--- src/rtl/frame_line_sequencer_if.sv ---
// Bus between the line timing logic / frame controller and the line-frame
// sequencer. The sequencer sits on the slave modport.
// Strobe semantics: newLine has no ready. Each cycle it is high while the
// sequencer is ACTIVE counts as exactly one line. It is ignored in IDLE and in
// DONE. endFrame is a one-cycle pulse with no acknowledge.
interface frame_line_sequencer_if #(
  parameter int LINE_W      = 5,
  parameter int FRAME_CNT_W = 8
) ();
  logic                   enb;
  logic                   newLine;
  logic                   mode_cont;
  logic [LINE_W-1:0]      cfg_lines;
  logic [LINE_W-1:0]      line_idx;
  logic [FRAME_CNT_W-1:0] frame_cnt;
  logic                   endFrame;
  logic                   frame_active;
  logic                   done;
  logic [1:0]             state_dbg;

  modport master (
    output enb, newLine, mode_cont, cfg_lines,
    input  line_idx, frame_cnt, endFrame, frame_active, done, state_dbg
  );

  modport slave (
    input  enb, newLine, mode_cont, cfg_lines,
    output line_idx, frame_cnt, endFrame, frame_active, done, state_dbg
  );
endinterface

--- src/rtl/frame_line_sequencer.sv ---
// Line/frame sequencer: counts newLine strobes against a frame height that is
// latched when the block is enabled. It pulses endFrame at each frame boundary
// and keeps a wrapping count of completed frames. In continuous mode it runs
// frame after frame. In single-shot mode it stops in DONE after one frame.
module frame_line_sequencer #(
  parameter int LINE_W      = 5,
  parameter int FRAME_LINES = 24,
  parameter int FRAME_CNT_W = 8
) (
  input  logic clk,
  input  logic rst_n,
  frame_line_sequencer_if.slave bus
);

  typedef enum logic [1:0] {
    IDLE   = 2'd0,
    ACTIVE = 2'd1,
    DONE   = 2'd2
  } state_t;

  localparam logic [LINE_W-1:0] DEF_LINES = LINE_W'(FRAME_LINES);

  state_t                 state, state_n;
  logic [LINE_W-1:0]      n_lat, n_lat_n;
  logic [LINE_W-1:0]      line_q, line_n;
  logic [FRAME_CNT_W-1:0] cnt_q, cnt_n;
  logic                   end_n;
  logic                   end_q, active_q, done_q;

  // Next-state and next-counter logic. A low enable overrides everything,
  // including a terminal newLine in the same cycle.
  always_comb begin
    state_n = state;
    n_lat_n = n_lat;
    line_n  = line_q;
    cnt_n   = cnt_q;
    end_n   = 1'b0;
    if (!bus.enb) begin
      state_n = IDLE;
      line_n  = '0;
      cnt_n   = '0;
    end else begin
      case (state)
        IDLE: begin
          // The frame height is captured here only. A newLine in this cycle
          // does not count as a line.
          n_lat_n = (bus.cfg_lines == '0) ? DEF_LINES : bus.cfg_lines;
          state_n = ACTIVE;
        end
        ACTIVE: begin
          if (bus.newLine) begin
            if (line_q == n_lat - LINE_W'(1)) begin
              line_n = '0;
              end_n  = 1'b1;
              cnt_n  = cnt_q + FRAME_CNT_W'(1);
              if (!bus.mode_cont) state_n = DONE;
            end else begin
              line_n = line_q + LINE_W'(1);
            end
          end
        end
        DONE: begin
          line_n = '0;
        end
        default: begin
          state_n = IDLE;
          line_n  = '0;
          cnt_n   = '0;
        end
      endcase
    end
  end

  // State and output registers. The status flags are derived from the next
  // state, so each flag changes on the same edge as the state.
  always_ff @(posedge clk) begin
    if (!rst_n) begin
      state    <= IDLE;
      n_lat    <= DEF_LINES;
      line_q   <= '0;
      cnt_q    <= '0;
      end_q    <= 1'b0;
      active_q <= 1'b0;
      done_q   <= 1'b0;
    end else begin
      state    <= state_n;
      n_lat    <= n_lat_n;
      line_q   <= line_n;
      cnt_q    <= cnt_n;
      end_q    <= end_n;
      active_q <= (state_n == ACTIVE);
      done_q   <= (state_n == DONE);
    end
  end

  assign bus.line_idx     = line_q;
  assign bus.frame_cnt    = cnt_q;
  assign bus.endFrame     = end_q;
  assign bus.frame_active = active_q;
  assign bus.done         = done_q;
  assign bus.state_dbg    = state;

endmodule
--- src/flat_wrapper.sv ---
// flat-port wrapper written by rule: the top's interface ports become plain ports
module frame_line_sequencer_flat 
#(
  parameter int LINE_W      = 5,
  parameter int FRAME_LINES = 24,
  parameter int FRAME_CNT_W = 8
)
  (clk, rst_n, bus_enb, bus_newLine, bus_mode_cont, bus_cfg_lines, bus_line_idx, bus_frame_cnt, bus_endFrame, bus_frame_active, bus_done, bus_state_dbg);
  frame_line_sequencer_if #(.LINE_W(LINE_W), .FRAME_CNT_W(FRAME_CNT_W)) bus_i ();
  input  logic clk;
  input  logic rst_n;
  input wire logic [$bits(bus_i.enb)-1:0] bus_enb;
  input wire logic [$bits(bus_i.newLine)-1:0] bus_newLine;
  input wire logic [$bits(bus_i.mode_cont)-1:0] bus_mode_cont;
  input wire logic [$bits(bus_i.cfg_lines)-1:0] bus_cfg_lines;
  output wire logic [$bits(bus_i.line_idx)-1:0] bus_line_idx;
  output wire logic [$bits(bus_i.frame_cnt)-1:0] bus_frame_cnt;
  output wire logic [$bits(bus_i.endFrame)-1:0] bus_endFrame;
  output wire logic [$bits(bus_i.frame_active)-1:0] bus_frame_active;
  output wire logic [$bits(bus_i.done)-1:0] bus_done;
  output wire logic [$bits(bus_i.state_dbg)-1:0] bus_state_dbg;
  assign bus_i.enb = bus_enb;
  assign bus_i.newLine = bus_newLine;
  assign bus_i.mode_cont = bus_mode_cont;
  assign bus_i.cfg_lines = bus_cfg_lines;
  assign bus_line_idx = bus_i.line_idx;
  assign bus_frame_cnt = bus_i.frame_cnt;
  assign bus_endFrame = bus_i.endFrame;
  assign bus_frame_active = bus_i.frame_active;
  assign bus_done = bus_i.done;
  assign bus_state_dbg = bus_i.state_dbg;
  frame_line_sequencer #(.LINE_W(LINE_W), .FRAME_LINES(FRAME_LINES), .FRAME_CNT_W(FRAME_CNT_W)) u_core (.clk(clk), .rst_n(rst_n), .bus(bus_i));
endmodule
--- config.mk ---
export PLATFORM = sky130hd
export DESIGN_NAME = frame_line_sequencer_flat
export DESIGN_NICKNAME = d
export VERILOG_FILES = /design/src/rtl/frame_line_sequencer_if.sv /design/src/rtl/frame_line_sequencer.sv /design/src/flat_wrapper.sv
export SDC_FILE = /design/constraint.sdc
export NUM_CORES = 1
export LEC_CHECK = 0
export ABC_AREA = 1
export CAP_MARGIN = 20
export CORE_AREA = 2 2 49 74
export DETAILED_ROUTE_END_ITERATION = 12
export DIE_AREA = 0 0 51 76
export DONT_BUFFER_PORTS = 1
export GPL_ROUTABILITY_DRIVEN = 1
export MAX_ROUTING_LAYER = met4
export PLACE_DENSITY_LB_ADDON = 0.1
export SYNTH_ARGS = -nofsm -noshare
export SYNTH_HDL_FRONTEND = slang
export SYNTH_SLANG_ARGS = --single-unit
--- constraint.sdc ---
create_clock -name clk -period 1.9 [get_ports clk]
set_input_delay 0.19 -clock clk [delete_from_list [all_inputs] [get_ports clk]]
set_output_delay 0.19 -clock clk [all_outputs]
set_load 0.02 [all_outputs]
== Word level (Yosys, flattened, before mapping) ==
Index checks and enable logic that the tools add are counted.

* Word-level logic and storage cells: 40
* Register bits: 23
* Input bits: 10
* Output and inout port bits: 18

* Reduce and logical (&&, ||, !) cells: 8
* Bitwise logic cells: 2
* Muxes and demuxes: 13
* Add/sub/neg operators: 3
* Equal/unequal tests: 7

{| class="wikitable"
|+ Operators with widths
! cell !! number
|-
| $mux 8 || 2
|-
| $pmux 8 s2 || 1
|-
| $mux 5 || 3
|-
| $pmux 5 s2 || 1
|-
| $add 8x1->8 const B || 1
|-
| $mux 2 || 4
|-
| $pmux 2 s3 || 1
|-
| $reduce_and 2->1 || 3
|-
| $add 5x1->5 const B || 1
|-
| $eq 5x5->1 || 1
|-
| $logic_not 5->1 || 1
|-
| $sub 5x1->5 const B || 1
|-
| $eq 2x1->1 const B || 2
|-
| $eq 2x2->1 const B || 2
|-
| $reduce_and 4->1 || 1
|-
| $reduce_and 3->1 || 1
|-
| $logic_not 2->1 || 1
|-
| $ne 2x1->1 const B || 1
|-
| $ne 2x2->1 const B || 1
|-
| $not 1->1 || 2
|-
| $reduce_or 2->1 || 1
|-
| $mux 1 || 1
|}

== Logic depth before layout (Yosys ltp) ==
* Depth in word-level cells: 7
* Depth in mapped cells: 13
* Depth with buffers taken out: 13

== Worst setup path after synthesis ==
No wires, ideal clock.

* Path type: reg2reg
* Start point: register u_core.n_lat[0]
* End point: register u_core.active_q (netlist: u_core.bus.frame_active)
* Buffers on the path: 0
* Required time: 1776 ps
* Clock period less this slack: 1526 ps
* Data arrival time: 1402 ps
* Setup slack: 374 ps
* Library setup time: 124 ps
* Cell stages (with the launch flop): 13
* Path through: dfxtp_1 inv_1 ha_1 nand2_1 nand2_1 nor2_2 nand2_2 nor2_4 nand3_4 inv_2 nand2_2 nand2_1 nor2_1

* Cells in the longest elaborated chain, start to end: 7

{| class="wikitable"
|+ Ends and longest elaborated chain
! element !! line !! text
|-
| from (decl) || frame_line_sequencer.sv:24 || <nowiki>logic [LINE_W-1:0] n_lat, n_lat_n;</nowiki>
|-
| from (signal assigned) || frame_line_sequencer.sv:87 || <nowiki>n_lat <= n_lat_n;</nowiki>
|-
| $sub 5x1->5 || frame_line_sequencer.sv:52 || <nowiki>if (line_q == n_lat - LINE_W'(1)) begin</nowiki>
|-
| $eq 5x5->1 || frame_line_sequencer.sv:52 ||
|-
| $mux 2 || frame_line_sequencer.sv:52 ||
|-
| $mux 2 || frame_line_sequencer.sv:51 || <nowiki>if (bus.newLine) begin</nowiki>
|-
| $pmux 2 s3 || frame_line_sequencer.sv:43 || <nowiki>case (state)</nowiki>
|-
| $mux 2 || frame_line_sequencer.sv:38 || <nowiki>if (!bus.enb) begin</nowiki>
|-
| $eq 2x1->1 || frame_line_sequencer.sv:91 || <nowiki>active_q <= (state_n == ACTIVE);</nowiki>
|-
| to (signal assigned) || frame_line_sequencer.sv:91 ||
|-
| to (decl) || frame_line_sequencer.sv:28 || <nowiki>logic end_q, active_q, done_q;</nowiki>
|}

Every way passes these cells.
A chain may end at the register's enable or synchronous reset.

== Worst setup path after layout ==
Ends and elaborated chain as after synthesis.

==> summary.md <==
| Metric | Value |
|---|---|
| CTS sink cnt | `23` |
| Unrepaired setup endpoints after global routing | `false` |
| Pwr Density | `641 nW/um^2` |
| Die area | `3880 um^2` |
| CP peak stage delay | `330 ps` |
| Met3 Use GR | `0.0294` |
| Tmin final | `1650 ps` |
| Remaining antenna violation count | `0` |
| Final-report setup violation count | `0` |
| Pin count of the biggest net entering global routing | `14` |
| Seq/Total Area, Yosys | `0.371` |
| CP max-delay cell | `dfxtp_1` |
| Mapped Nets | `200` |
| Crit path max fanout | `10` |
| Postcts setup bufs | `0` |
| Total iterations of the first detailed-routing run | `5` |
| Crit. End Element | `register` |
| I/O Buffers | `0` |
| Worst setup SP type | `register` |
| Cells after Synth | `187` |
| Global-route wire length before repair | `4.58 mm` |
| Initial Util | `0.378` |
| Setup CP Type | `reg -> reg` |
| Post-synthesis mux area share | `0` |
| Clk_skew | `3.64 ps` |
| Die height | `76 um` |
| Core Area | `3290 um^2` |
| Die width | `51 um` |
| Detailed placer's ending HPWL | `2.24 mm` |
| Crit-path leading delay family | `simple AND/OR/NAND/NOR gates` |
| Adder-Cell Fraction of Synth Area | `0.0302` |
| Crit share post-route | `0.871` |
| ANT cells | `0` |
| Final Hold Fails | `0` |
| Via density | `4.78` |
| Leak pwr | `0.610 nW` |
| Final wirelength | `2.77 mm` |
| Initial DRC Count | `19` |
| Synthesized area per cell | `6.64 um^2` |
| H-tree level count | `1` |
| # placed instances | `237` |
| Simple logic cell fraction of the synthesized area | `0.393` |
| Peak supply drop | `385 uV` |
| Worst-Skew Late Latency | `260 ps` |
| Drt drc | `0` |
| CP Cell Sequence | `inv_1 -> ha_1 -> inv_1 -> nand2_1 -> nand2_1 -> nor2_2 -> nand2_2 -> nor2_4 -> nand3_4 -> inv_2 -> nand2_2 -> nand2_1 -> nor2_1` |
| Slew Limit Fails | `0` |
| Flops & latches, synth | `23` |
| Buffers & Inverters on Critical Path | `3` |
| Compound-gate portion of the synthesized area | `0.0926` |
| Hold WC Path Type | `in -> reg` |
| Main combinational cell family by area after synthesis | `simple AND/OR/NAND/NOR gates` |
| Post-synth cell types | `21` |
| Num ports | `28` |
| CTS Root Cell | `clkbuf_8` |
| WP data arrival | `1800 ps` |
| Mapped cell area | `1240 um^2` |
| GR peak layer | `met2` |
| Post-place setup slack | `250 ps` |
| Worst relative slew slack | `0.733` |
| Nets@finish | `214` |
| Grt total ovfl | `0` |
| Setup ws final | `245 ps` |
| Reg clk slew, reported paths | `80 ps` |
| Max Root-Sink Buffers | `2` |
| Worst hold slack | `29.0 ps` |
| Fin Setup TNS | `0 ps` |
| Synth-to-Final Area Change | `13.6%` |
| Total CTS buffers | `3` |
| TritonCTS clock tree | `built` |
| Worst endpoint required time | `2050 ps` |
| Status | `complete, no violations` |
| Met2 usage in global routing | `0.284` |
| Placer Congestion | `0.749` |
| Xor/xnor share of the synthesized area | `0.0352` |
| # Max-Cap Violations | `0` |
| Most frequent CP cell | `nand2_1` |
| All-Layer GR Usage | `0.159` |
| Number of global-route vias before repair | `1081` |
| Ys Warns | `0` |
| Post-Layout Cell Count | `242` |
| Met1 GRT Util | `0.163` |
| Initial antenna violation count | `0` |
| Rows | `26` |
| Drt wl/cell | `11.5 um` |
| Vias | `1156` |
| Layout cells sized above 1 | `0.135` |
| Worst-Margin Slew | `399 ps` |
| Fmax | `0.604 GHz` |
[final cells by class]
| cell class | count | area (um^2) |
|---|---|---|
| Clock inverter | 1 | 5.00 |
| Tap cell | 42 | 52.6 |
| Multi-Input combinational cell | 138 | 684 |
| Inverter | 26 | 97.6 |
| Sequential cell | 23 | 460 |
| Clock buffer | 3 | 41.3 |
| Fill cell | 381 | 1870 |
| Timing Repair Buffer | 9 | 70.1 |
[placed cells by master (no fill, tap or decap), types with 2 or more instances in the layout]
| master | count |
|---|---|
| a21oi_1 | 15 |
| buf_4 | 8 |
| clkbuf_8 | 3 |
| dfxtp_1 | 23 |
| ha_1 | 3 |
| inv_1 | 21 |
| inv_2 | 4 |
| nand2_1 | 52 |
| nand2_2 | 5 |
| nand3_1 | 12 |
| nand4_1 | 4 |
| nor2_1 | 26 |
| nor2_2 | 3 |
| nor3b_1 | 2 |
| o21ai_0 | 5 |
| xor2_1 | 5 |
[power breakdown]
| part | switching (mW) | internal [mW] | total, mW |
|---|---|---|---|
| sequential | 0.00988 | 0.493 | 0.503 |
| clock | 0.156 | 0.146 | 0.302 |
| combinational | 0.0662 | 0.0335 | 0.0997 |
[path summary, 6_finish.rpt]
| kind | from | to | slack, ps | cells past startpoint |
|---|---|---|---|---|
| max | u_core.n_lat[0]$_SDFFE_PN0P_ | u_core.bus.frame_active$_SDFF_PN0_ | 250 | 13 |
| min | rst_n | u_core.n_lat[4]$_SDFFE_PN1P_ | 30 | 1 |
| max reg2reg | u_core.n_lat[0]$_SDFFE_PN0P_ | u_core.bus.frame_active$_SDFF_PN0_ | 250 | 13 |
| min reg2reg | u_core.n_lat[1]$_SDFFE_PN0P_ | u_core.n_lat[1]$_SDFFE_PN0P_ | 500 | 2 |
[synthesized netlist by cell type]
library cell  number  area, um^2
nand2_1           52         195
nor2_2             3        18.8
inv_2              4        15.0
nor2_1            26        97.6
nor3_1             1        5.00
a21oi_1           15        75.1
dfxtp_1           23         460
o211ai_1           1        7.51
nor2_4             1        11.3
nand3_1           12        60.1
o21ai_0            5        25.0
nand2_4            1        11.3
nand4_1            4        25.0
inv_1             21        78.8
nor3b_1            2        15.0
ha_1               3        37.5
nand2_2            5        31.3
o21bai_1           1        7.51
nand3_4            1        17.5
xor2_1             5        43.8
clkinv_1           1        3.75
[per-stage QoR]
step,utilization,area [um^2],power [mW]
floorplan,-,1240,0.593
global placement,0.412,1360,0.612
detailed placement,0.412,1360,0.614
CTS,0.430,1410,0.920
global route,0.430,1410,0.965
finish,0.430,1410,0.904
[layer usage]
layer | vias to the layer above | part of all wire
met4 | 0 | 0.011
met3 | 2 | 0.049
met1 | 516 | 0.39
met5 | - | 0
met2 | 24 | 0.55
li1 | 614 | -
[cell families after synthesis]
group	Yosys count
compound gates	22
xor+xnor	5
fa+ha+maj	3
buf+inv	26
flops	23
simple gates	108
[sequential cells by signal, summed over array words and instances, names as in the netlist]
name / cells
u_core.bus.done: 1
u_core.bus.line_idx: 5
u_core.bus.endFrame: 1
u_core.n_lat: 5
u_core.bus.frame_active: 1
u_core.bus.frame_cnt: 8
u_core.bus.state_dbg: 2
[what timing repair did]
| action | 4_1_cts | 5_1_grt |
|---|---|---|
| hold buffers | 1 | 0 |
| gates resized for setup | 0 | 0 |
| endpoints found under the hold margin | 1 | 0 |
Note: power is estimated with default switching activity, not from simulation.
